===== src/rtl/alu_sequencer_if.sv =====
// Bundle of the sequencer's instruction, host-write, external-ALU and retire signals.
// The sequencer takes the slave view; the host/ALU environment takes the master view.
`timescale 1ns/1ps
interface alu_sequencer_if #(parameter int unsigned N = 32);
  logic         in_valid;
  logic         in_ready;
  logic [11:0]  instr;
  logic         wr_en;
  logic [2:0]   wr_addr;
  logic [N-1:0] wr_data;
  logic [N-1:0] alu_a;
  logic [N-1:0] alu_b;
  logic [2:0]   alu_sel;
  logic [N-1:0] alu_y;
  logic         alu_cout;
  logic         alu_z;
  logic         res_valid;
  logic [N-1:0] res_data;
  logic         res_cout;
  logic         res_zero;
  logic         res_err;
  logic         busy;

  modport slave (
    input  in_valid, instr, wr_en, wr_addr, wr_data, alu_y, alu_cout, alu_z,
    output in_ready, alu_a, alu_b, alu_sel, res_valid, res_data, res_cout,
           res_zero, res_err, busy
  );

  modport master (
    output in_valid, instr, wr_en, wr_addr, wr_data, alu_y, alu_cout, alu_z,
    input  in_ready, alu_a, alu_b, alu_sel, res_valid, res_data, res_cout,
           res_zero, res_err, busy
  );
endinterface


===== src/rtl/alu_sequencer.sv =====
// Four-phase sequencer around an external combinational ALU: fetch operands from an
// 8-entry register file (r0 hardwired to zero), execute, then retire and write back.
`timescale 1ns/1ps
module alu_sequencer #(
  parameter int unsigned N = 32
) (
  input logic            clk,
  input logic            rst_n,
  alu_sequencer_if.slave bus
);
  localparam logic [1:0] S_IDLE      = 2'd0;
  localparam logic [1:0] S_DECODE    = 2'd1;
  localparam logic [1:0] S_EXECUTE   = 2'd2;
  localparam logic [1:0] S_WRITEBACK = 2'd3;
  localparam logic [2:0] SEL_ILLEGAL = 3'b110;

  logic [1:0]   r_state;
  logic [11:0]  r_instr;
  logic [N-1:0] r_regs [8];
  logic [N-1:0] r_alu_a;
  logic [N-1:0] r_alu_b;
  logic [2:0]   r_alu_sel;
  logic [N-1:0] r_y;
  logic         r_cout;
  logic         r_z;
  logic         r_res_valid;
  logic [N-1:0] r_res_data;
  logic         r_res_cout;
  logic         r_res_zero;
  logic         r_res_err;

  logic [2:0] w_sel;
  logic [2:0] w_rd;
  logic [2:0] w_rs1;
  logic [2:0] w_rs2;
  logic       w_illegal;

  assign w_sel     = r_instr[2:0];
  assign w_rd      = r_instr[5:3];
  assign w_rs1     = r_instr[8:6];
  assign w_rs2     = r_instr[11:9];
  assign w_illegal = (w_sel == SEL_ILLEGAL);

  always_ff @(posedge clk or negedge rst_n) begin
    if (!rst_n) begin
      r_state     <= S_IDLE;
      r_instr     <= '0;
      for (int unsigned i = 0; i < 8; i++) r_regs[i] <= '0;
      r_alu_a     <= '0;
      r_alu_b     <= '0;
      r_alu_sel   <= '0;
      r_y         <= '0;
      r_cout      <= 1'b0;
      r_z         <= 1'b0;
      r_res_valid <= 1'b0;
      r_res_data  <= '0;
      r_res_cout  <= 1'b0;
      r_res_zero  <= 1'b0;
      r_res_err   <= 1'b0;
    end else begin
      r_res_valid <= 1'b0;
      case (r_state)
        S_IDLE: begin
          // Host write lands on the same edge as accept, so DECODE sees the new value.
          if (bus.wr_en && (bus.wr_addr != 3'd0)) r_regs[bus.wr_addr] <= bus.wr_data;
          if (bus.in_valid) begin
            r_instr <= bus.instr;
            r_state <= S_DECODE;
          end
        end
        S_DECODE: begin
          r_alu_a   <= r_regs[w_rs1];
          r_alu_b   <= r_regs[w_rs2];
          r_alu_sel <= w_sel;
          r_state   <= S_EXECUTE;
        end
        S_EXECUTE: begin
          r_y     <= bus.alu_y;
          r_cout  <= bus.alu_cout;
          r_z     <= bus.alu_z;
          r_state <= S_WRITEBACK;
        end
        S_WRITEBACK: begin
          r_res_valid <= 1'b1;
          if (w_illegal) begin
            r_res_data <= '0;
            r_res_cout <= 1'b0;
            r_res_zero <= 1'b1;
            r_res_err  <= 1'b1;
          end else begin
            r_res_data <= r_y;
            r_res_cout <= r_cout;
            r_res_zero <= r_z;
            r_res_err  <= 1'b0;
            if (w_rd != 3'd0) r_regs[w_rd] <= r_y;
          end
          r_state <= S_IDLE;
        end
        default: r_state <= S_IDLE;
      endcase
    end
  end

  assign bus.in_ready  = (r_state == S_IDLE);
  assign bus.busy      = (r_state != S_IDLE);
  assign bus.alu_a     = r_alu_a;
  assign bus.alu_b     = r_alu_b;
  assign bus.alu_sel   = r_alu_sel;
  assign bus.res_valid = r_res_valid;
  assign bus.res_data  = r_res_data;
  assign bus.res_cout  = r_res_cout;
  assign bus.res_zero  = r_res_zero;
  assign bus.res_err   = r_res_err;
endmodule


===== src/flat_wrapper.sv =====
// flat-port wrapper written by rule: the top's interface ports become plain ports
module alu_sequencer_flat 
#(
  parameter int unsigned N = 32
)
  (clk, rst_n, bus_in_valid, bus_instr, bus_wr_en, bus_wr_addr, bus_wr_data, bus_alu_y, bus_alu_cout, bus_alu_z, bus_in_ready, bus_alu_a, bus_alu_b, bus_alu_sel, bus_res_valid, bus_res_data, bus_res_cout, bus_res_zero, bus_res_err, bus_busy);
  alu_sequencer_if #(.N(N)) bus_i ();
  input logic clk;
  input logic rst_n;
  input wire logic [$bits(bus_i.in_valid)-1:0] bus_in_valid;
  input wire logic [$bits(bus_i.instr)-1:0] bus_instr;
  input wire logic [$bits(bus_i.wr_en)-1:0] bus_wr_en;
  input wire logic [$bits(bus_i.wr_addr)-1:0] bus_wr_addr;
  input wire logic [$bits(bus_i.wr_data)-1:0] bus_wr_data;
  input wire logic [$bits(bus_i.alu_y)-1:0] bus_alu_y;
  input wire logic [$bits(bus_i.alu_cout)-1:0] bus_alu_cout;
  input wire logic [$bits(bus_i.alu_z)-1:0] bus_alu_z;
  output wire logic [$bits(bus_i.in_ready)-1:0] bus_in_ready;
  output wire logic [$bits(bus_i.alu_a)-1:0] bus_alu_a;
  output wire logic [$bits(bus_i.alu_b)-1:0] bus_alu_b;
  output wire logic [$bits(bus_i.alu_sel)-1:0] bus_alu_sel;
  output wire logic [$bits(bus_i.res_valid)-1:0] bus_res_valid;
  output wire logic [$bits(bus_i.res_data)-1:0] bus_res_data;
  output wire logic [$bits(bus_i.res_cout)-1:0] bus_res_cout;
  output wire logic [$bits(bus_i.res_zero)-1:0] bus_res_zero;
  output wire logic [$bits(bus_i.res_err)-1:0] bus_res_err;
  output wire logic [$bits(bus_i.busy)-1:0] bus_busy;
  assign bus_i.in_valid = bus_in_valid;
  assign bus_i.instr = bus_instr;
  assign bus_i.wr_en = bus_wr_en;
  assign bus_i.wr_addr = bus_wr_addr;
  assign bus_i.wr_data = bus_wr_data;
  assign bus_i.alu_y = bus_alu_y;
  assign bus_i.alu_cout = bus_alu_cout;
  assign bus_i.alu_z = bus_alu_z;
  assign bus_in_ready = bus_i.in_ready;
  assign bus_alu_a = bus_i.alu_a;
  assign bus_alu_b = bus_i.alu_b;
  assign bus_alu_sel = bus_i.alu_sel;
  assign bus_res_valid = bus_i.res_valid;
  assign bus_res_data = bus_i.res_data;
  assign bus_res_cout = bus_i.res_cout;
  assign bus_res_zero = bus_i.res_zero;
  assign bus_res_err = bus_i.res_err;
  assign bus_busy = bus_i.busy;
  alu_sequencer #(.N(N)) u_core (.clk(clk), .rst_n(rst_n), .bus(bus_i));
endmodule

===== config.mk =====
export PLATFORM = sky130hd
export DESIGN_NAME = alu_sequencer_flat
export DESIGN_NICKNAME = d
export VERILOG_FILES = /design/src/rtl/alu_sequencer_if.sv /design/src/rtl/alu_sequencer.sv /design/src/flat_wrapper.sv
export SDC_FILE = /design/constraint.sdc
export NUM_CORES = 1
export LEC_CHECK = 0
export CORE_UTILIZATION = 55
export DETAILED_ROUTE_END_ITERATION = 10
export GPL_TIMING_DRIVEN = 0
export PLACE_DENSITY = 0.77
export SETUP_SLACK_MARGIN = 0.2
export SKIP_LAST_GASP = 1
export SYNTH_ARGS = -nofsm -noshare
export SYNTH_HDL_FRONTEND = slang
export SYNTH_SLANG_ARGS = --single-unit

===== constraint.sdc =====
create_clock -name clk -period 2.5 [get_ports clk]
set_input_delay 0.75 -clock clk [delete_from_list [all_inputs] [get_ports clk]]
set_output_delay 0.75 -clock clk [all_outputs]
set_load 0.02 [all_outputs]

Yosys cells after proc, flatten, opt, wreduce, memory -nomap -nowiden --
Cells that the tools add are included.
Word-level totals: input bits 85, output and inout port bits 105, word-level logic and storage cells 72, register bits after elaboration 407
Operators by class: equal/unequal tests 8, order comparisons 6, multiplexer cells 23, bitwise logic cells 4, reduce and logical (&&, ||, !) cells 10
Operators by type and width (count):
- 256-bit two-way mux | 3
- 256-bit bitwise mux | 2
- 256-bit one-hot mux with 2 select lines | 1
- 32-bit two-way mux | 7
- 32-bit binary-select mux with 3-bit select | 2
- 32-bit demux with 3-bit select | 2
- 4-bit greater-or-equal comparator (second input constant) | 4
- 3-bit NOT with 4-bit output | 4
- 4-bit by 1-bit < comparator with 1-bit output (second input constant) | 2
- 2-bit one-hot mux with 4 select lines | 1
- 3-bit nonzero test | 2
- 2-bit equality test (second input constant) | 2
- 1-bit two-way mux | 4
- 2-bit by 1-bit != test with 1-bit output (second input constant) | 2
- 2-bit != test (second input constant) | 2
- 4-bit AND reduction | 1
- 2-bit nonzero test | 2
- 3-bit equality test (second input constant) | 1
- 1-bit logical AND | 3
- 2-bit by 1-bit equality test with 1-bit output (second input constant) | 1
- 2-bit logical NOT | 1
- 2-bit two-way mux | 1
- 2-bit AND reduction | 1

Depth between registers and ports, before layout --
depth in word-level cells 9, depth in mapped cells 8, gate-level depth less buffers 6

Least setup slack after synthesis --
Ideal clock, no wire load.
kind input-to-reg, start point in bus_wr_addr[1], end point reg u_core.r_regs[10] (netlist bit), cell stages on the path 6, arrival 2.149 ns, required time 2.375 ns, path buffers 2, library setup time 0.125 ns, slack 0.227 ns, cells stage by stage buf_2 > o311a_1 > o32a_4 > o211ai_2 > buf_6 > mux2_2
Between the ends: cells in the longest elaborated chain, start to end 8, elaborated cells on any way between the ends 13
Ends and longest elaborated chain:
- from (decl) | line flat_wrapper.sv:13 | input wire logic [$bits(bus_i.wr_addr)-1:0] bus_wr_addr;
- 3-bit NOT with 4-bit output (not written as such) | line alu_sequencer.sv:65 | if (bus.wr_en && (bus.wr_addr != 3'd0)) r_regs[bus.wr_addr] <= bus.wr_data;
- 4-bit greater-or-equal comparator (not written as such) or 4-bit by 1-bit < comparator with 1-bit output (tied branches) | line alu_sequencer.sv:65
- 1-bit logical AND (not written as such) | line alu_sequencer.sv:65
- 32-bit two-way mux (not written as such) | line alu_sequencer.sv:65
- 32-bit demux with 3-bit select | line alu_sequencer.sv:65
- 256-bit bitwise mux | line alu_sequencer.sv:65
- 256-bit two-way mux | line alu_sequencer.sv:65
- 256-bit one-hot mux with 2 select lines | line alu_sequencer.sv:62 | case (r_state)
- to (signal, indexed assignment) | line alu_sequencer.sv:65
- to (signal, indexed assignment) | line alu_sequencer.sv:95 | if (w_rd != 3'd0) r_regs[w_rd] <= r_y;
- to (decl) | line alu_sequencer.sv:19 | logic [N-1:0] r_regs [8];
Several ways; a longest one is shown, not always the timed one. The select of a mux whose other input is x is not followed. A chain may end at the register's enable or synchronous reset.

Worst setup path in the final report --
start point reg u_core.r_instr[5], end point reg u_core.r_regs[194] (netlist bit)
Between the ends: cells in the longest elaborated chain, start to end 9, elaborated cells on any way between the ends 13
Ends and longest elaborated chain:
- from (decl) | line alu_sequencer.sv:18 | logic [11:0] r_instr;
- from (signal assigned) | line alu_sequencer.sv:67 | r_instr <= bus.instr;
- 3-bit NOT with 4-bit output (not written as such) | line alu_sequencer.sv:95
- 4-bit greater-or-equal comparator (not written as such) or 4-bit by 1-bit < comparator with 1-bit output (tied branches) | line alu_sequencer.sv:95
- 1-bit logical AND (not written as such) | line alu_sequencer.sv:95
- 32-bit two-way mux (not written as such) | line alu_sequencer.sv:95
- 32-bit demux with 3-bit select | line alu_sequencer.sv:95
- 256-bit bitwise mux | line alu_sequencer.sv:95
- 256-bit two-way mux | line alu_sequencer.sv:95
- 256-bit two-way mux | line alu_sequencer.sv:85 | if (w_illegal) begin
- 256-bit one-hot mux with 2 select lines | line alu_sequencer.sv:62
Several ways; a longest one is shown, not always the timed one. The select of a mux whose other input is x is not followed.

==> flow_metrics.py <==
metrics = {
    "clock_tree": {
        "insertion_delay_ns": 0.56,
        "numCtsBuffers": 42,
        "clk_pin_slew_ns": 0.06,
        "cts_tree": "built",
        "hold_buffers": 0,
        "cts_sinks": 407,
        "htree_num_levels": 2,
        "cts_root_buffer": "clkbuf_16",
        "clk_path_buf_depth": 3,
    },
    "power": {
        "powerDensity_nw_per_um2": 1320,
        "peakVddDrop_mv": 0.893,
        "p_total_mw": 33.7,
        "p_leak_nw": 11.6,
    },
    "yosys": {
        "synthFlopType": "dfrtp_1",
        "synthArstFlopShare_pct": 100,
        "ys_warn_count": 0,
        "synth_common_cells": "407 x dfrtp_1, 214 x mux2_2, 197 x nand2_1, 128 x mux4_2",
        "syn-num-nets": 1777,
        "yosys.area.top_type": "dfrtp_1",
        "synth_cells": 1687,
        "synth_edf_count": 0,
        "netlist.area_leader.share_pct": 48.2,
        "ys_seq_elements": 407,
        "syn_area_per_cell_um2": 12.5,
        "synth.area.top_cells": "dfrtp_1 48%, mux4_2 14%, mux2_2 11%",
        "synth_most_common_cell": "dfrtp_1",
        "yosysSeqAreaShare_pct": 48.2,
        "ys_types": 40,
        "synth.cell_area_um2": 21100,
    },
    "worst_setup_path": {
        "reg2reg_from": "u_core.r_instr[5]",
        "crit_end": "u_core.r_regs[194]",
        "startpoint": "u_core.r_instr[5]",
        "cp.arrival_ns": 2.77,
        "critPathMaxFanout": 10,
        "timing.rr.end": "u_core.r_regs[194]",
        "crit_type": "register to register",
        "cp-end-kind": "register",
        "start_kind": "register",
        "crit_required_ns": 2.92,
        "ff2ff_setup_slack_ns": 0.15,
        "ff2ff_path_depth": 6,
    },
    "global_route": {
        "antenna_found_initial": 2,
        "gr-total-overflow": 0,
        "grt_max_degree": 127,
        "grt_pass1_vias": 17100,
        "grt_use_met3_pct": 10.6,
        "grt.busiest_layer": "met2",
        "gr-usage-met1_pct": 46.4,
        "track_usage_pct": 35.4,
        "grt_pass1_wl_um": 103000,
        "global_route.usage.met2_pct": 54.1,
    },
    "sta": {
        "rsz0062_at_grt": "true",
        "period_needed_ns": 2.35,
        "tns_ns": 0,
        "finClkSkew_ns": 0.0244,
        "slew_headroom_pct": 25.3,
        "finalMaxSlewViolations": 0,
        "worst_slew_pin_slew_ns": 1.12,
        "final_hold_viol_count": 0,
        "finalSetupViolations": 0,
        "max_freq_ghz": 0.425,
        "finalCritPeriodShare_pct": 94.1,
    },
    "route": {
        "drc": 0,
        "drt-pass1-iter-count": 8,
        "viasPerCell": 6.65,
        "postRouteAntennaNets": 0,
        "finalWirelength_um": 67700,
        "wl_per_cell_um": 27.3,
        "drtIter0Drc": 1926,
        "vias": 16500,
    },
    "floorplanning": {
        "die_y_um": 198,
        "die_w_um": 198,
        "dieArea_um2": 39200,
        "ioPinCount": 190,
        "initial_core_util_pct": 56.0,
        "rows": 71,
        "core_um2": 37800,
    },
    "final_layout": {
        "fillers": 2704,
        "layout.nets": 2028,
        "fin_util_pct": 67.8,
        "areaGrowthSynthToFinish_pct": 21.1,
        "register_area_um2": 10200,
        "multi_input_comb_area_um2": 10200,
        "drive_gt1_share_pct": 31.1,
    },
    "outcome": {
        "status": "finished clean",
    },
    "placement": {
        "portBuffers": 187,
        "place_congestion": 0.910,
        "dp_hpwl_um": 44400,
    },
    "job": {
        "drv_cap": 0,
    },
    "min_path": {
        "hold_class": "input port to asynchronous set/reset pin",
    },
}
==> stage by stage <==
| step | hold slack, ns | cells | setup slack [ns] | area (µm²) |
|---|---|---|---|---|
| 6_report | 0.321 | 2481 | 0.148 | 25600 |
| 5_1_grt | 0.395 | 2480 | 0.125 | 25600 |
| 4_1_cts | 0.348 | 2475 | 0.150 | 25400 |
| 3_5_place_dp | 0.465 | 2388 | -0.715 | 23700 |
| 3_3_place_gp | 0.453 | 2385 | -17.17 | 23700 |
| 2_1_floorplan | 0.441 | 1687 | 0.227 | 21100 |
==> cell families (layout without fill, tap and decap cells) <==
logic type / count (synthesis) / after routing / share of synthesized area [%]
muxes: 466 / 466 / 32.3
DFF: 407 / 407 / 48.2
AOI/OAI and AO/OA: 333 / 333 / 9.42
and+or+nand+nor: 291 / 291 / 5.66
buffers and inverters: 185 / 466 / 4.13
adders and majority gates: 5 / 5 / 0.296
other: 0 / 2 / 0
==> how the worst min path moves through the flow <==
stage	slack, ns	end	startpoint	cells after the start
floorplan	0.44	u_core.r_regs[224]	u_core.r_regs[224]	1
global placement	0.45	u_core.r_regs[245]	u_core.r_regs[245]	1
detailed placement	0.46	u_core.r_regs[241]	u_core.r_regs[241]	1
CTS	0.35	u_core.r_regs[125]	rst_n	1
global route	0.40	u_core.bus.res_cout	rst_n	1
finish	0.32	u_core.bus.res_zero	rst_n	1
==> flip-flops by register name, summed over array words and instances (netlist names) <==
name / cells
u_core.bus.alu_a: 32
u_core.r_cout: 1
u_core.r_regs: 256
u_core.bus.res_valid: 1
u_core.r_state: 2
u_core.bus.res_data: 32
u_core.bus.res_zero: 1
u_core.bus.res_err: 1
u_core.r_instr: 12
u_core.r_z: 1
u_core.bus.res_cout: 1
u_core.r_y: 32
u_core.bus.alu_sel: 3
u_core.bus.alu_b: 32
==> power by group <==
| group | internal, mW | switching, mW |
|---|---|---|
| clock | 3.63 | 2.68 |
| sequential | 9.36 | 1.94 |
| combinational | 7.29 | 8.82 |
| total | 20.3 | 13.4 |
==> worst max-delay path, cell delays in order (launching register included) <==
cell      delay (ns)
dfrtp_1         0.33
buf_2           0.21
nor2_1          0.08
nand2_1         0.31
clkbuf_1        0.66
o21ai_0         0.30
mux2_2          0.34
==> cell type report <==
class | count | share of cell area [%]
antenna | 2 | 0.0195
buffer | 180 | 3.96
clock buffer | 62 | 4.83
clock inverter | 12 | 0.445
inverter | 5 | 0.0733
multi-input combinational | 1095 | 39.6
sequential | 407 | 39.8
tap | 511 | 2.50
timing repair buffer | 207 | 8.77
==> repair_timing <==
action                                 CTS  global route
setup endpoints to repair              312           286
endpoints found under the hold margin    0             0
resized for setup                       94            84
cloned                                   3             1
setup buffers                           10             3
pin swaps                                3             3
==> per-layer routing <==
metal  share of wire [%]  vias to the layer above
li1                    -                     6730
met1                  37                     8363
met2                  46                     1166
met3                  12                      239
met4                 4.8                        0
met5                   0                        -
==> layout by cell type, fill, tap and decap left out, drive strengths merged, types with 66 or more instances in the layout <==
master and count:
buf 74, o22ai 96, clkbuf 190, nor2 73, dfrtp 407, a21oi 66
clkdlybuf4s50 130, nand2 198, mux2 274, mux4 128, o21ai 129
Power figures use the tool's default switching activity.
